**src/rtl/kimlik_kayit_pkg.sv**
```systemverilog
// Shared definitions for the ID table writer: default sizes, operation codes,
// result codes and FSM state encodings.
package kimlik_kayit_pkg;

    localparam int BIT_VARS      = 6;
    localparam int DERINLIK_VARS = 10;

    localparam logic EKLE = 1'b0;
    localparam logic SIL  = 1'b1;

    localparam logic [1:0] HATA_YOK     = 2'b00;
    localparam logic [1:0] HATA_VAR_YOK = 2'b01;
    localparam logic [1:0] HATA_DOLU    = 2'b10;

    typedef enum logic [1:0] {
        BOSTA = 2'd0,
        TARA  = 2'd1,
        ISLE  = 2'd2
    } durum_t;

endpackage

```
**src/rtl/kimlik_kayit_tablo.sv**
```systemverilog
// One ID table: DERINLIK entries with valid bits, a single set/clear write
// port, a combinational scan read and a bounds-checked export read.
module kimlik_kayit_tablo
    import kimlik_kayit_pkg::*;
#(
    parameter int BIT      = BIT_VARS,
    parameter int DERINLIK = DERINLIK_VARS,
    parameter int ADRES    = $clog2(DERINLIK)
) (
    input  logic             saat,
    input  logic             reset,
    input  logic             yaz,
    input  logic [ADRES-1:0] yaz_adres,
    input  logic [BIT-1:0]   yaz_veri,
    input  logic             sil,
    input  logic [ADRES-1:0] sil_adres,
    input  logic [ADRES-1:0] tara_adres,
    output logic [BIT-1:0]   tara_veri,
    output logic             tara_gecerli,
    input  logic [ADRES-1:0] oku_adres,
    output logic [BIT-1:0]   oku_veri,
    output logic             oku_gecerli
);

    localparam logic [ADRES:0] SINIR = (ADRES+1)'(DERINLIK);

    logic [BIT-1:0]      veri [DERINLIK];
    logic [DERINLIK-1:0] gecerli;

    // Entry storage: set writes data and valid, clear drops only the valid bit.
    always_ff @(posedge saat or posedge reset) begin
        if (reset) begin
            for (int i = 0; i < DERINLIK; i++) begin
                veri[i] <= '0;
            end
            gecerli <= '0;
        end else begin
            if (yaz) begin
                veri[yaz_adres]    <= yaz_veri;
                gecerli[yaz_adres] <= 1'b1;
            end
            if (sil) begin
                gecerli[sil_adres] <= 1'b0;
            end
        end
    end

    // Scan index is always in range; the FSM never drives it past the last entry.
    assign tara_veri    = veri[tara_adres];
    assign tara_gecerli = gecerli[tara_adres];

    // Export read returns zeros for indices past the table end.
    always_comb begin
        oku_veri    = '0;
        oku_gecerli = 1'b0;
        if ({1'b0, oku_adres} < SINIR) begin
            oku_veri    = veri[oku_adres];
            oku_gecerli = gecerli[oku_adres];
        end
    end

endmodule

```
**src/rtl/kimlik_kayit.sv**
```systemverilog
// Run-time writer for the domestic/foreign ID tables: scans the selected table
// for a duplicate and the lowest free slot, then commits an add or delete.
//
// state | meaning
// BOSTA | idle, accepts basla; also the cycle in which bitti is high
// TARA  | scanning one entry per clock, idx 0..DERINLIK-1
// ISLE  | commit write/clear, latch result, raise bitti
module kimlik_kayit
    import kimlik_kayit_pkg::*;
#(
    parameter int BIT      = BIT_VARS,
    parameter int DERINLIK = DERINLIK_VARS,
    parameter int ADRES    = $clog2(DERINLIK)
) (
    input  logic             saat,
    input  logic             reset,
    input  logic             basla,
    input  logic             islem,
    input  logic [BIT-1:0]   kimlik_no,
    input  logic             uyruk,
    output logic             mesgul,
    output logic             bitti,
    output logic             basarili,
    output logic [1:0]       hata_kod,
    output logic [ADRES:0]   yerli_sayi,
    output logic [ADRES:0]   yabanci_sayi,
    input  logic             oku_uyruk,
    input  logic [ADRES-1:0] oku_adres,
    output logic [BIT-1:0]   oku_veri,
    output logic             oku_gecerli
);

    localparam logic [ADRES-1:0] SON_IDX = ADRES'(DERINLIK - 1);

    durum_t durum, sonraki;

    logic [ADRES-1:0] idx, esles_idx, bos_idx;
    logic             esles, bos_var;
    logic             islem_r, uyruk_r;
    logic [BIT-1:0]   kimlik_r;

    logic             ekle_ok, sil_ok;
    logic             yaz_yerli, yaz_yabanci, sil_yerli, sil_yabanci;

    logic [BIT-1:0]   tv_yerli, tv_yabanci, ov_yerli, ov_yabanci;
    logic             tg_yerli, tg_yabanci, og_yerli, og_yabanci;
    logic [BIT-1:0]   tara_veri;
    logic             tara_gecerli;

    kimlik_kayit_tablo #(.BIT(BIT), .DERINLIK(DERINLIK), .ADRES(ADRES)) u_yerli (
        .saat(saat), .reset(reset),
        .yaz(yaz_yerli), .yaz_adres(bos_idx), .yaz_veri(kimlik_r),
        .sil(sil_yerli), .sil_adres(esles_idx),
        .tara_adres(idx), .tara_veri(tv_yerli), .tara_gecerli(tg_yerli),
        .oku_adres(oku_adres), .oku_veri(ov_yerli), .oku_gecerli(og_yerli)
    );

    kimlik_kayit_tablo #(.BIT(BIT), .DERINLIK(DERINLIK), .ADRES(ADRES)) u_yabanci (
        .saat(saat), .reset(reset),
        .yaz(yaz_yabanci), .yaz_adres(bos_idx), .yaz_veri(kimlik_r),
        .sil(sil_yabanci), .sil_adres(esles_idx),
        .tara_adres(idx), .tara_veri(tv_yabanci), .tara_gecerli(tg_yabanci),
        .oku_adres(oku_adres), .oku_veri(ov_yabanci), .oku_gecerli(og_yabanci)
    );

    assign tara_veri    = uyruk_r ? tv_yabanci : tv_yerli;
    assign tara_gecerli = uyruk_r ? tg_yabanci : tg_yerli;
    assign oku_veri     = oku_uyruk ? ov_yabanci : ov_yerli;
    assign oku_gecerli  = oku_uyruk ? og_yabanci : og_yerli;

    // State register.
    always_ff @(posedge saat or posedge reset) begin
        if (reset) durum <= BOSTA;
        else       durum <= sonraki;
    end

    // Next-state logic.
    always_comb begin
        sonraki = durum;
        case (durum)
            BOSTA:   if (basla) sonraki = TARA;
            TARA:    if (idx == SON_IDX) sonraki = ISLE;
            ISLE:    sonraki = BOSTA;
            default: sonraki = BOSTA;
        endcase
    end

    // Commit decisions and table write strobes, only in ISLE.
    always_comb begin
        ekle_ok     = 1'b0;
        sil_ok      = 1'b0;
        yaz_yerli   = 1'b0;
        yaz_yabanci = 1'b0;
        sil_yerli   = 1'b0;
        sil_yabanci = 1'b0;
        if (durum == ISLE) begin
            ekle_ok     = (islem_r == EKLE) && !esles && bos_var;
            sil_ok      = (islem_r == SIL) && esles;
            yaz_yerli   = ekle_ok && !uyruk_r;
            yaz_yabanci = ekle_ok && uyruk_r;
            sil_yerli   = sil_ok && !uyruk_r;
            sil_yabanci = sil_ok && uyruk_r;
        end
    end

    // Request latch, scan trackers, counters and result registers.
    always_ff @(posedge saat or posedge reset) begin
        if (reset) begin
            mesgul       <= 1'b0;
            bitti        <= 1'b0;
            basarili     <= 1'b0;
            hata_kod     <= HATA_YOK;
            yerli_sayi   <= '0;
            yabanci_sayi <= '0;
            idx          <= '0;
            esles        <= 1'b0;
            esles_idx    <= '0;
            bos_var      <= 1'b0;
            bos_idx      <= '0;
            islem_r      <= EKLE;
            uyruk_r      <= 1'b0;
            kimlik_r     <= '0;
        end else begin
            case (durum)
                BOSTA: begin
                    // The bitti cycle lives here, so a request right after completion is taken.
                    bitti  <= 1'b0;
                    mesgul <= basla;
                    if (basla) begin
                        islem_r   <= islem;
                        uyruk_r   <= uyruk;
                        kimlik_r  <= kimlik_no;
                        idx       <= '0;
                        esles     <= 1'b0;
                        esles_idx <= '0;
                        bos_var   <= 1'b0;
                        bos_idx   <= '0;
                    end
                end
                TARA: begin
                    if (tara_gecerli && (tara_veri == kimlik_r)) begin
                        esles     <= 1'b1;
                        esles_idx <= idx;
                    end
                    if (!tara_gecerli && !bos_var) begin
                        bos_var <= 1'b1;
                        bos_idx <= idx;
                    end
                    if (idx != SON_IDX) idx <= idx + ADRES'(1);
                end
                ISLE: begin
                    bitti    <= 1'b1;
                    basarili <= ekle_ok || sil_ok;
                    if (islem_r == EKLE) begin
                        if (esles)         hata_kod <= HATA_VAR_YOK;
                        else if (!bos_var) hata_kod <= HATA_DOLU;
                        else               hata_kod <= HATA_YOK;
                    end else begin
                        hata_kod <= esles ? HATA_YOK : HATA_VAR_YOK;
                    end
                    if (ekle_ok) begin
                        if (uyruk_r) yabanci_sayi <= yabanci_sayi + (ADRES+1)'(1);
                        else         yerli_sayi   <= yerli_sayi + (ADRES+1)'(1);
                    end
                    if (sil_ok) begin
                        if (uyruk_r) yabanci_sayi <= yabanci_sayi - (ADRES+1)'(1);
                        else         yerli_sayi   <= yerli_sayi - (ADRES+1)'(1);
                    end
                end
                default: ;
            endcase
        end
    end

endmodule

```
**config.mk**
```make
export PLATFORM = sky130hd
export DESIGN_NAME = kimlik_kayit
export DESIGN_NICKNAME = d
export VERILOG_FILES = /design/src/rtl/kimlik_kayit_pkg.sv /design/src/rtl/kimlik_kayit_tablo.sv /design/src/rtl/kimlik_kayit.sv
export SDC_FILE = /design/constraint.sdc
export NUM_CORES = 1
export LEC_CHECK = 0
export BUFFER_PORTS_ARGS = -buffer_cell sky130_fd_sc_hd__buf_2
export CAP_MARGIN = 20
export CORE_MARGIN = 2
export CORE_UTILIZATION = 55
export CTS_CLUSTER_DIAMETER = 100
export CTS_CLUSTER_SIZE = 20
export DETAILED_ROUTE_END_ITERATION = 8
export PLACE_DENSITY = 0.72
export SLEW_MARGIN = 15
export SYNTH_ARGS = -nofsm -noshare
export SYNTH_HDL_FRONTEND = slang
export SYNTH_SLANG_ARGS = --single-unit
```
**constraint.sdc**
```tcl
create_clock -name saat -period 6.35 [get_ports saat]
set_input_delay 0.9525 -clock saat [delete_from_list [all_inputs] [get_ports saat]]
set_output_delay 0.9525 -clock saat [all_outputs]
set_load 0.01 [all_outputs]
```
==> flow_summary.json <==
{
  "die_h_um": 138,
  "htreeDepth": 4,
  "maxCapViolations": 0,
  "fmax_mhz": 224,
  "yosys.area.top_type": "dfrtp_1",
  "synthArstFlopShare_pct": 100,
  "pin_count": 38,
  "synth.ff_latch_count": 179,
  "route.detailed.drc": 0,
  "clock-sinks": 179,
  "final_max_slew_viol_count": 0,
  "synth-edff-count": 0,
  "syn_nets": 867,
  "outcome": "complete, no violations",
  "dpl.hpwl_um": 17500,
  "post-cts-setup-buffers": 0,
  "place.gp.congestion": 0.966,
  "irDropWorstVdd_mv": 0.242,
  "path_clk_slew_ns": 0.07,
  "synth_seq_area_share_pct": 45.6,
  "setup_viol_count_final": 0,
  "path_max_fanout": 31,
  "vias_per_cell": 6.59,
  "cp-start-kind": "primary input",
  "slew-limit-headroom_pct": 16.8,
  "arrival_ns": 3.50,
  "clock_path_buffers": 2,
  "clkLatencyLatePin_ns": 0.44,
  "antenna_left": 0,
  "yosys.cell_types.count": 62,
  "first_iter_violations": 715,
  "period_share_pct": 70.2,
  "end_kind": "output pin",
  "stdcell_area_um2": 10700,
  "tightest_slew_ns": 1.24,
  "required_ns": 5.40,
  "wl_per_cell_um": 24.0,
  "leakage_nw": 5.01,
  "fin_setup_tns_ns": 0,
  "cts_resized": 0,
  "synth_common_cells": "179 x dfrtp_1, 126 x mux2_2, 88 x mux2i_1",
  "antenna_cells": 0,
  "grt_pass1_wl_um": 40800,
  "setup_slack_ns": 1.89,
  "place_ws_ns": 1.90,
  "chipWidth_um": 138,
  "yosys_warnings": 0,
  "grt_pass1_vias": 7095,
  "core_um2": 17400,
  "firstDrtPassIters": 5,
  "synth_top_area_share_pct": 45.6,
  "grt_max_degree": 107,
  "finalHoldViolations": 0,
  "drt-total-wl_um": 26100,
  "antenna_found_initial": 0,
  "hold_path_class": "flip-flop to flip-flop",
  "syn_inst": 843,
  "fin_skew_ns": 0.0115,
  "criticalPathCategory": "primary input to output pin",
  "num_rows": 48,
  "drive_gt1_share_pct": 29.1,
  "grt_setup_unrepaired": "false",
  "dpl_cell_area_um2": 10000,
  "p_total_mw": 3.65,
  "numCtsBuffers": 17,
  "yosysMostFrequentCell": "dfrtp_1",
  "grt.overflow.total": 0,
  "syn_area_um2": 9820,
  "period_minus_slack_ns": 4.46,
  "nets": 875,
  "io_buffers": 37,
  "synth_ff_type": "dfrtp_1",
  "detailroute.via_count": 7172,
  "tritoncts": "yes",
  "root_buffer": "clkbuf_16",
  "initial_core_util_pct": 56.6,
  "grtUsageTotal_pct": 29.1,
  "utilization_pct": 61.4,
  "dieArea_um2": 18900,
  "area_growth_pct": 8.56,
  "power.density_nw_per_um2": 342,
  "cts_hold_buf": 0,
  "syn_avg_cell_area_um2": 11.6,
  "synth_area_leaders": "dfrtp_1 46%, mux2_2 14%, mux2i_1 9.0%, mux4_2 6.2%, nand2_1 2.7%"
}
==> logic make-up after synthesis <==
group / share of synthesized area, %
muxes: 29.7
and+or+nand+nor: 9.16
DFF: 45.6
AOI/OAI and AO/OA: 9.47
buffers and inverters: 4.13
xor gates and xnor gates: 0.892
adders and majority gates: 1.02
==> through the flow <==
step	hold WS [ns]	instances
finish	0.472	1089
global route	0.492	1089
CTS	0.482	1089
detailed placement	0.463	1057
global placement	0.453	1057
floorplan	0.461	843
==> cells in the final DEF, fill, tap and decap left out, drive strengths merged, types with 5 or more instances in the layout <==
| cell type | instances |
|---|---|
| nor2 | 57 |
| nor3 | 13 |
| a21oi | 36 |
| mux2i | 88 |
| nand2b | 10 |
| ha | 8 |
| a211oi | 7 |
| nor2b | 5 |
| and3 | 5 |
| mux2 | 127 |
| inv | 29 |
| dfrtp | 179 |
| buf | 43 |
| nand2 | 70 |
| a31o | 7 |
| mux4 | 27 |
| a31oi | 11 |
| a221oi | 9 |
| xnor2 | 6 |
| o21ai | 18 |
| clkinv | 6 |
| a22oi | 29 |
| clkbuf | 18 |
| nand3 | 6 |
==> routing by layer <==
| layer | wire length (µm) | track usage, % | share of wire (%) |
|---|---|---|---|
| met4 | 972 | 12.7 | 3.7 |
| met3 | 2000 | 6.66 | 7.6 |
| met1 | 11300 | 39.8 | 43 |
| met2 | 11800 | 44.7 | 45 |
| met5 | 0 | 0 | 0 |
==> worst paths after layout <==
kind / cells after the start / slack, ns / endpoint / startpoint
setup reg to reg: 8 / 2.73 / esles_idx[3] / idx[1]
min in group asynchronous: 2 / 0.73 / esles_idx[3] / reset
max in group asynchronous: 3 / 4.11 / u_yabanci.veri[6] / reset
setup / recovery: 7 / 1.89 / oku_veri[2] / oku_adres[0]
hold reg to reg: 2 / 0.47 / basarili / basarili
hold / removal: 2 / 0.47 / basarili / basarili
==> registers in the layout, summed over array words and instances (netlist names), named ones only <==
name               flops
u_yabanci.veri        60
u_yerli.veri          60
u_yabanci.gecerli     10
u_yerli.gecerli       10
kimlik_r               6
bos_idx                4
esles_idx              4
idx                    4
yabanci_sayi           4
yerli_sayi             4
durum                  2
hata_kod               2
basarili               1
bitti                  1
bos_var                1
esles                  1
islem_r                1
mesgul                 1
uyruk_r                1
==> power by group <==
group | total (mW) | switching (mW) | internal, mW
combinational | 1.04 | 0.634 | 0.402
sequential | 1.48 | 0.237 | 1.24
clock | 1.14 | 0.470 | 0.665
==> cell type report <==
type / count / area, µm²
sequential: 179 / 4480
clock buffer: 18 / 429
clock inverter: 14 / 201
tap: 225 / 282
multi-input combinational: 584 / 4940
inverter: 26 / 103
fill: 1345 / 6700
timing repair buffer: 43 / 230
==> critical path, stage by stage <==
cell,delay (ns)
buf_2,0.78
buf_4,0.49
mux4_2,0.56
a31o_2,0.27
a21oi_1,0.18
nor2_1,0.07
buf_2,0.18
Power figures use the tool's default switching activity.
